[config.mk]
export PLATFORM = sky130hd
export DESIGN_NAME = temporizador_ctrl
export DESIGN_NICKNAME = d
export VERILOG_FILES = /design/src/rtl/temporizador_ctrl.sv
export SDC_FILE = /design/constraint.sdc
export NUM_CORES = 1
export LEC_CHECK = 0
export ABC_AREA = 1
export CORE_ASPECT_RATIO = 0.8
export CORE_MARGIN = 3
export CORE_UTILIZATION = 54
export CTS_CLUSTER_SIZE = 24
export DETAILED_ROUTE_END_ITERATION = 8
export GPL_TIMING_DRIVEN = 0
export PLACE_DENSITY_LB_ADDON = 0.08
export SLEW_MARGIN = 10
export SYNTH_ARGS = -nofsm -noshare
export SYNTH_HDL_FRONTEND = slang
export SYNTH_SLANG_ARGS = --single-unit
[constraint.sdc]
create_clock -name iCLOCK -period 2.45 [get_ports iCLOCK]
set_input_delay 0.735 -clock iCLOCK [delete_from_list [all_inputs] [get_ports iCLOCK]]
set_output_delay 0.735 -clock iCLOCK [all_outputs]
set_load 0.1 [all_outputs]
[src/rtl/temporizador_ctrl.sv]
// -----------------------------------------------------------------------------
// temporizador_ctrl
//
// Programmable interval timer. A prescaler divides the clock into count ticks.
// The count runs modulo N+1, either upward (0..N) or downward (N..0). In
// one-shot mode the block stops after the terminal tick. In periodic mode it
// reloads and keeps running. A ready/start handshake launches each operation,
// and pause/abort give the requester control while the timer runs.
//
// Parameters
//   PRESCALE   clock cycles per count tick (>= 1)
//   MAX_COUNT  largest programmable terminal value
//   WIDTH      derived width of the count and load value
//
// Ports
//   iCLOCK      clock, rising edge
//   iRESET_n    asynchronous active-low reset
//   iSTART      start request, honoured only while oREADY=1
//   iLOAD_VAL   terminal value N (clamped to MAX_COUNT)
//   iUP_DOWN    1 = count up 0->N, 0 = count down N->0 (latched at start)
//   iPERIODIC   1 = reload and continue, 0 = one-shot (latched at start)
//   iPAUSE      freezes the prescaler and the count while running
//   iABORT      cancels the operation and returns the block to idle
//   oREADY      idle, ready for a start
//   oBUSY       operation in progress (run or done)
//   oCOUNT      current count
//   oTICK       one-cycle pulse after each count advance
//   oTC         one-cycle pulse after each terminal tick
//   oDONE       one-cycle pulse on one-shot completion
// -----------------------------------------------------------------------------
module temporizador_ctrl #(
  parameter int PRESCALE  = 4,
  parameter int MAX_COUNT = 255,
  localparam int WIDTH    = $clog2(MAX_COUNT + 1)
) (
  input  logic             iCLOCK,
  input  logic             iRESET_n,
  input  logic             iSTART,
  input  logic [WIDTH-1:0] iLOAD_VAL,
  input  logic             iUP_DOWN,
  input  logic             iPERIODIC,
  input  logic             iPAUSE,
  input  logic             iABORT,
  output logic             oREADY,
  output logic             oBUSY,
  output logic [WIDTH-1:0] oCOUNT,
  output logic             oTICK,
  output logic             oTC,
  output logic             oDONE
);

  // A one-cycle prescaler still needs a one-bit register.
  localparam int PW = (PRESCALE > 1) ? $clog2(PRESCALE) : 1;

  localparam logic [PW-1:0]    PRESC_LAST = PW'(PRESCALE - 1);
  localparam logic [WIDTH-1:0] MAX_VAL    = WIDTH'(MAX_COUNT);

  localparam logic [1:0] S_IDLE = 2'd0;
  localparam logic [1:0] S_RUN  = 2'd1;
  localparam logic [1:0] S_DONE = 2'd2;

  logic [1:0]       state_q, state_d;
  logic [PW-1:0]    presc_q, presc_d;
  logic [WIDTH-1:0] count_q, count_d;
  logic [WIDTH-1:0] n_q, n_d;
  logic             up_q, up_d;
  logic             per_q, per_d;
  logic             tick_q, tick_d;
  logic             tc_q, tc_d;

  logic [WIDTH-1:0] load_clamped;
  logic             terminal;

  assign load_clamped = (iLOAD_VAL > MAX_VAL) ? MAX_VAL : iLOAD_VAL;

  // Terminal count depends on the direction that was latched at start.
  assign terminal = up_q ? (count_q == n_q) : (count_q == '0);

  always_comb begin
    state_d = state_q;
    presc_d = presc_q;
    count_d = count_q;
    n_d     = n_q;
    up_d    = up_q;
    per_d   = per_q;
    tick_d  = 1'b0;
    tc_d    = 1'b0;

    case (state_q)
      S_IDLE: begin
        // If start and abort arrive together, abort wins and nothing launches.
        if (iSTART && !iABORT) begin
          n_d     = load_clamped;
          up_d    = iUP_DOWN;
          per_d   = iPERIODIC;
          count_d = iUP_DOWN ? '0 : load_clamped;
          presc_d = '0;
          state_d = S_RUN;
        end
      end

      S_RUN: begin
        if (iABORT) begin
          // Count holds its last value; no tick, tc or done is produced.
          state_d = S_IDLE;
        end else if (!iPAUSE) begin
          if (presc_q == PRESC_LAST) begin
            presc_d = '0;
            tick_d  = 1'b1;
            if (terminal) begin
              tc_d = 1'b1;
              if (per_q) begin
                count_d = up_q ? '0 : n_q;
              end else begin
                // One-shot: leave the count on its terminal value.
                state_d = S_DONE;
              end
            end else begin
              count_d = up_q ? (count_q + 1'b1) : (count_q - 1'b1);
            end
          end else begin
            presc_d = presc_q + 1'b1;
          end
        end
      end

      S_DONE: begin
        state_d = S_IDLE;
      end

      default: begin
        state_d = S_IDLE;
      end
    endcase
  end

  always_ff @(posedge iCLOCK or negedge iRESET_n) begin
    if (!iRESET_n) begin
      state_q <= S_IDLE;
      presc_q <= '0;
      count_q <= '0;
      n_q     <= '0;
      up_q    <= 1'b0;
      per_q   <= 1'b0;
      tick_q  <= 1'b0;
      tc_q    <= 1'b0;
    end else begin
      state_q <= state_d;
      presc_q <= presc_d;
      count_q <= count_d;
      n_q     <= n_d;
      up_q    <= up_d;
      per_q   <= per_d;
      tick_q  <= tick_d;
      tc_q    <= tc_d;
    end
  end

  assign oREADY = (state_q == S_IDLE);
  assign oBUSY  = (state_q == S_RUN) || (state_q == S_DONE);
  assign oDONE  = (state_q == S_DONE);
  assign oCOUNT = count_q;
  assign oTICK  = tick_q;
  assign oTC    = tc_q;

endmodule

After elaboration in Yosys (flattened, before gate mapping)
Cells that the tools add are included.

Add/subtract/negate cells: 3. $lt $le $gt $ge: 1. Eq/ne operators: 13. Mux-type cells: 33. Reduce and logical (&&, ||, !) cells: 10.

Operators by type and width (number): $mux W8 (10); $mux W2 (10); $pmux W8 S2 (1); $ne A3 B3 Y1 const B (5); $mux W1 (10); $add A8 B1 Y8 const B (1); $eq A8 B8 Y1 (1); $gt A8 B8 Y1 const B (1); $logic_not A8 Y1 (1); $pmux W2 S2 (2); $sub A8 B1 Y8 const B (1); $ne A2 B2 Y1 const B (3); $reduce_and A6 Y1 (1); $reduce_and A5 Y1 (1); $eq A2 B2 Y1 const B (2); $reduce_and A4 Y1 (1); $add A2 B1 Y2 const B (1); $eq A2 B1 Y1 const B (1); $logic_not A2 Y1 (1); $ne A2 B1 Y1 const B (1); $reduce_and A2 Y1 (1); $reduce_bool A2 Y1 (1); $logic_and A1 B1 Y1 (1); $logic_not A1 Y1 (1); $logic_or A1 B1 Y1 (1).

Register bits after elaboration: 24. Input bits: 15. Logic and storage cells: 68.

Depth between registers and ports, before layout
Depth in word-level cells: 7. Depth in mapped cells: 15. Gate-level depth less buffers: 14.

Worst setup path before layout
No wires, ideal clock.

Path type: reg-to-reg. Start point: register state_q[0]. End point: register n_q[0]. Setup time: 0.133 ns. Data arrival time: 2.245 ns. Data required time: 2.317 ns. Path slack: 0.071 ns. Cell stages (with the launch flop): 7. Buffers on the path: 1. Cells stage by stage: dfrtp_1 inv_1 ha_1 inv_1 nor3_2 clkbuf_1 o21ai_0.

Word-level cells in the longest chain between the ends: 2.

Ends and longest elaborated chain: from (decl) (line 62) `logic [1:0] state_q, state_d;`; from (signal assigned) (line 148) `state_q <= state_d;`; $logic_not A2 Y1; via oREADY (line 44) `output logic oREADY,`; $reduce_and A2 Y1 (no source line); to (signal assigned) (line 151) `n_q <= n_d;`; to (decl) (line 65) `logic [WIDTH-1:0] n_q, n_d;`.

The timed path passes the listed nets, and every way through them passes these cells. A chain may end at the register's enable or synchronous reset.

Worst setup path in the final report
Start point: register count_q[4], in the netlist oCOUNT[4]. End point: output oCOUNT[4].

RTL lines: from (decl) (line 64) `logic [WIDTH-1:0] count_q, count_d;`; from (signal assigned) (line 150) `count_q <= count_d;`; to (decl) (line 46) `output logic [WIDTH-1:0] oCOUNT,`.

No word-level cell between the ends.

==> results.md <==
Global routing:
- The pin count of the biggest net entering global routing is 25.
- The total overflow reported by the global router is 0.
- The number of global-route vias before repair is 1617.
- The initial antenna violation count is 0.
- For this run, the total global-route usage over all layers was measured as 23.04%.
- The wire length of the first global-routing pass is 7.458 mm.

Yosys:
- The share of the yosys chip area belonging to registers is 34.02%.
- The post-synthesis instance total is 257.
- The cell area after technology mapping is 1765 um2.
- For this run, the number of Yosys warnings is 0.
- The mean cell area of the mapped netlist is 6.869 um2.
- When the netlist entered floorplanning its net count stood at 283.
- The unique cell type count in the Yosys netlist is 30.
- The synthesis-stage register bit count is 24.

Routing:
- The pre-antenna-repair detailed-routing pass consisted of 4 iterations.
- For this block, the routed nets add up to 4.212 mm of wire.
- The per-cell via count in the routed design is 5.240.
- The post-detailed-route count of antenna-violating nets is 0.
- The number of DRC violations after detailed routing is 0.
- The vias after detailed routing is 1703.
- After detailed routing, the average wire length per cell comes to 12.96 um.
- The number of DRC markers in iteration 0 is 119.

Clocking:
- TritonCTS built the clock tree.
- The later pin in the worst-skew pair is clocked with a latency of 0.27 ns.
- The number of CTS-inserted buffers is 3.
- The number of buffers between clock root and the deepest sink is 2.
- The post-CTS setup repair buffer count is 0.
- The clock transition at the register clock pins on the worst setup and hold paths after CTS is 0.08 ns.
- The clock drives 24 sinks.
- CTS built an H-tree with a depth of 1.
- The cell sitting at the root of the clock tree is a sky130_fd_sc_hd__clkbuf_8.

Worst hold path:
- The worst hold path terminates at presc_q[1].
- The startpoint identified for the worst hold timing path is presc_q[1].
- The worst hold path stage count is 2.
- The type of the most critical hold path is reg2reg.

Worst setup path:
- The critical path goes through dlygate4sd2_1.
- The worst register-to-register path begins at up_q.
- The critical path is of the reg2out type.
- The data arrival time of the critical path is 1.62 ns.
- The logic depth of the worst register-to-register path is 14.
- The worst setup path is launched from a flip-flop.
- Among all stages on the critical path, the largest delay is contributed by sky130_fd_sc_hd__dlygate4sd2_1.
- Across all register-to-register paths, the minimum setup slack is 0.25 ns.
- The endpoint of the worst-slack reg-to-reg timing path is oCOUNT[7].
- The endpoint required time on the critical path is 1.71 ns.
- Together, buffers and inverters on the worst path number 1.
- The capturing element type of the critical path is a primary output.
- The cell family contributing the most delay on the critical path is buffers and inverters.
- The largest fanout of any net on the critical path is 5.
- The biggest cell delay along the critical path is 0.89 ns.

Floorplan:
- The width of the die is 69.93 um.
- The effective utilization at floorplan is 60.14%.
- The initialized floorplan defines 17 standard-cell rows.
- The overall die area is 3996 um2.
- For this design the top-level I/O count stands at 28.
- The area of the core region is 2935 um2.
- The y dimension of the die is 57.14 um.

Job:
- Max-cap violations in this run came to 0.

Final layout:
- In the final layout, the share of cells above drive strength 1 is 10.10%.
- The final non-filler cell total is 325.
- 0 antenna diodes ended up in the layout.
- The net count of the finished layout is 314.
- Relative to the synthesized area, the layout overhead comes to 20.41%.

Place:
- The congestion estimate from routability-driven global placement came to 0.8810.
- The count of input and output buffers is 27.
- The half-perimeter wire length after detailed placement is 3.203 mm.
- The placed cell count is 322.

STA:
- Setup repair after global routing left no endpoint under its margin.
- The largest clock skew in the final design is 0.004542 ns.
- The final count of pins violating max slew was 0.
- For the finished layout, the period the worst path requires is 2.355 ns.
- The max-slew headroom at the worst pin is 28.08%.
- The hold violation total from the final report is 0.
- The share of the cycle needed by the critical path after routing is 96.13%.
- Setup violations remaining at the end of the flow were counted as 0.
- The slew at the pin closest to its max-slew limit is 1.076 ns.
- Based on the critical path, the design can be clocked at up to 424.6 MHz.

Run status:
- The run finished with clean final reports.
worst max-delay path by stage:
stage               start         to  slack [ns]  depth (start not counted)
2_1_floorplan  state_q[0]     n_q[0]        0.07                          6
3_3_place_gp   state_q[0]      oBUSY       -0.11                          3
3_5_place_dp   state_q[0]      oBUSY       -0.11                          3
4_1_cts         oCOUNT[0]  oCOUNT[0]        0.03                          1
5_1_grt         oCOUNT[7]  oCOUNT[7]        0.04                          1
6_report        oCOUNT[4]  oCOUNT[4]        0.09                          1
routing by layer:
metal,GRT usage [%],vias to the layer above,wire [um]
li1,-,875,-
met1,32.49,773,2011
met2,36.88,49,1875
met3,5.282,6,284
met4,4.098,0,41
met5,0,-,0
worst register-to-register path: stages (launching register included):
cell and delay (ns):
sky130_fd_sc_hd__dfrtp_1 0.41, sky130_fd_sc_hd__clkinvlp_4 0.35, sky130_fd_sc_hd__ha_1 0.47, sky130_fd_sc_hd__nand2_1 0.12, sky130_fd_sc_hd__inv_1 0.04, sky130_fd_sc_hd__a21oi_1 0.19
sky130_fd_sc_hd__nand2_1 0.07, sky130_fd_sc_hd__nand2_1 0.06, sky130_fd_sc_hd__nand2_1 0.05, sky130_fd_sc_hd__nand3_1 0.08, sky130_fd_sc_hd__nand2_1 0.06, sky130_fd_sc_hd__nand2_1 0.06
sky130_fd_sc_hd__nand2_1 0.05, sky130_fd_sc_hd__nand2_1 0.05, sky130_fd_sc_hd__nand2_1 0.04
layout make-up:
class / instances / area [um2]
fill: 257 / 809.5
tap: 38 / 47.55
inverter: 33 / 130.1
timing repair buffer: 27 / 257.7
sequential: 24 / 600.6
clock buffer: 4 / 55.05
multi-input combinational: 197 / 1027
buffer: 2 / 7.507
per-stage QoR:
| stage | cell area [um2] | hold WS (ns) | worst slack (ns) | setup TNS, ns | utilization [%] |
|---|---|---|---|---|---|
| detailed placement | 2083 | 0.4905 | -0.1121 | -0.3835 | 70.97 |
| CTS | 2126 | 0.5091 | 0.02878 | 0 | 72.42 |
| finish | 2126 | 0.5011 | 0.09475 | 0 | 72.42 |
| global route | 2126 | 0.5667 | 0.04435 | 0 | 72.42 |
| floorplan | 1765 | 0.4394 | 0.07141 | 0 | - |
| global placement | 2083 | 0.4880 | -0.1118 | -0.2699 | 70.97 |
state kept, by name, summed over array words and instances, names as in the netlist:
signal,count
oTICK,1
oTC,1
per_q,1
state_q,2
presc_q,2
oCOUNT,8
n_q,8
up_q,1
Yosys cell counts, drive strengths merged:
master	instances	area (um2)
nand2	115	444.2
inv	32	122.6
nand3	28	155.2
dfrtp	24	600.6
ha	10	125.1
nor2	10	42.54
o21ai	9	48.79
a21oi	5	28.78
mux2	4	45.04
xnor2	4	35.03
clkbuf	3	11.26
xor2	3	26.28
nand3b	2	15.01
nor3	2	15.01
a21boi	1	7.510
a31oi	1	6.260
clkinv	1	3.750
fa	1	20.02
nand4	1	6.260
or2	1	6.260
cells in the final DEF, fill, tap and decap left out, types with 5 or more instances in the layout:
cell and instances:
sky130_fd_sc_hd__ha_1 10, sky130_fd_sc_hd__dlygate4sd2_1 9, sky130_fd_sc_hd__o21ai_1 5, sky130_fd_sc_hd__nand3_1 25, sky130_fd_sc_hd__nand2_1 112, sky130_fd_sc_hd__clkdlybuf4s50_1 14, sky130_fd_sc_hd__dfrtp_1 24, sky130_fd_sc_hd__nor2_1 8
sky130_fd_sc_hd__inv_1 27
timing repair:
item                                    CTS  global route
pin swaps                                 0             0
hold buffers                              0             0
cloned                                    0             0
gates resized for setup                  19             3
endpoints found under the setup margin   15             6
cell families (layout without fill, tap and decap cells):
logic type	Yosys count	count (layout)	share of synthesized area (%)
buf+inv	36	66	7.796
flops	24	24	34.02
mux	4	4	2.551
fa+ha+maj	11	11	8.221
simple gates	159	159	38.77
xor+xnor	7	7	3.473
compound gates	16	16	5.174
Power is left out: the tool's default activity adds up to more than one toggle a clock period on the data nets, which glitch-free logic cannot reach.
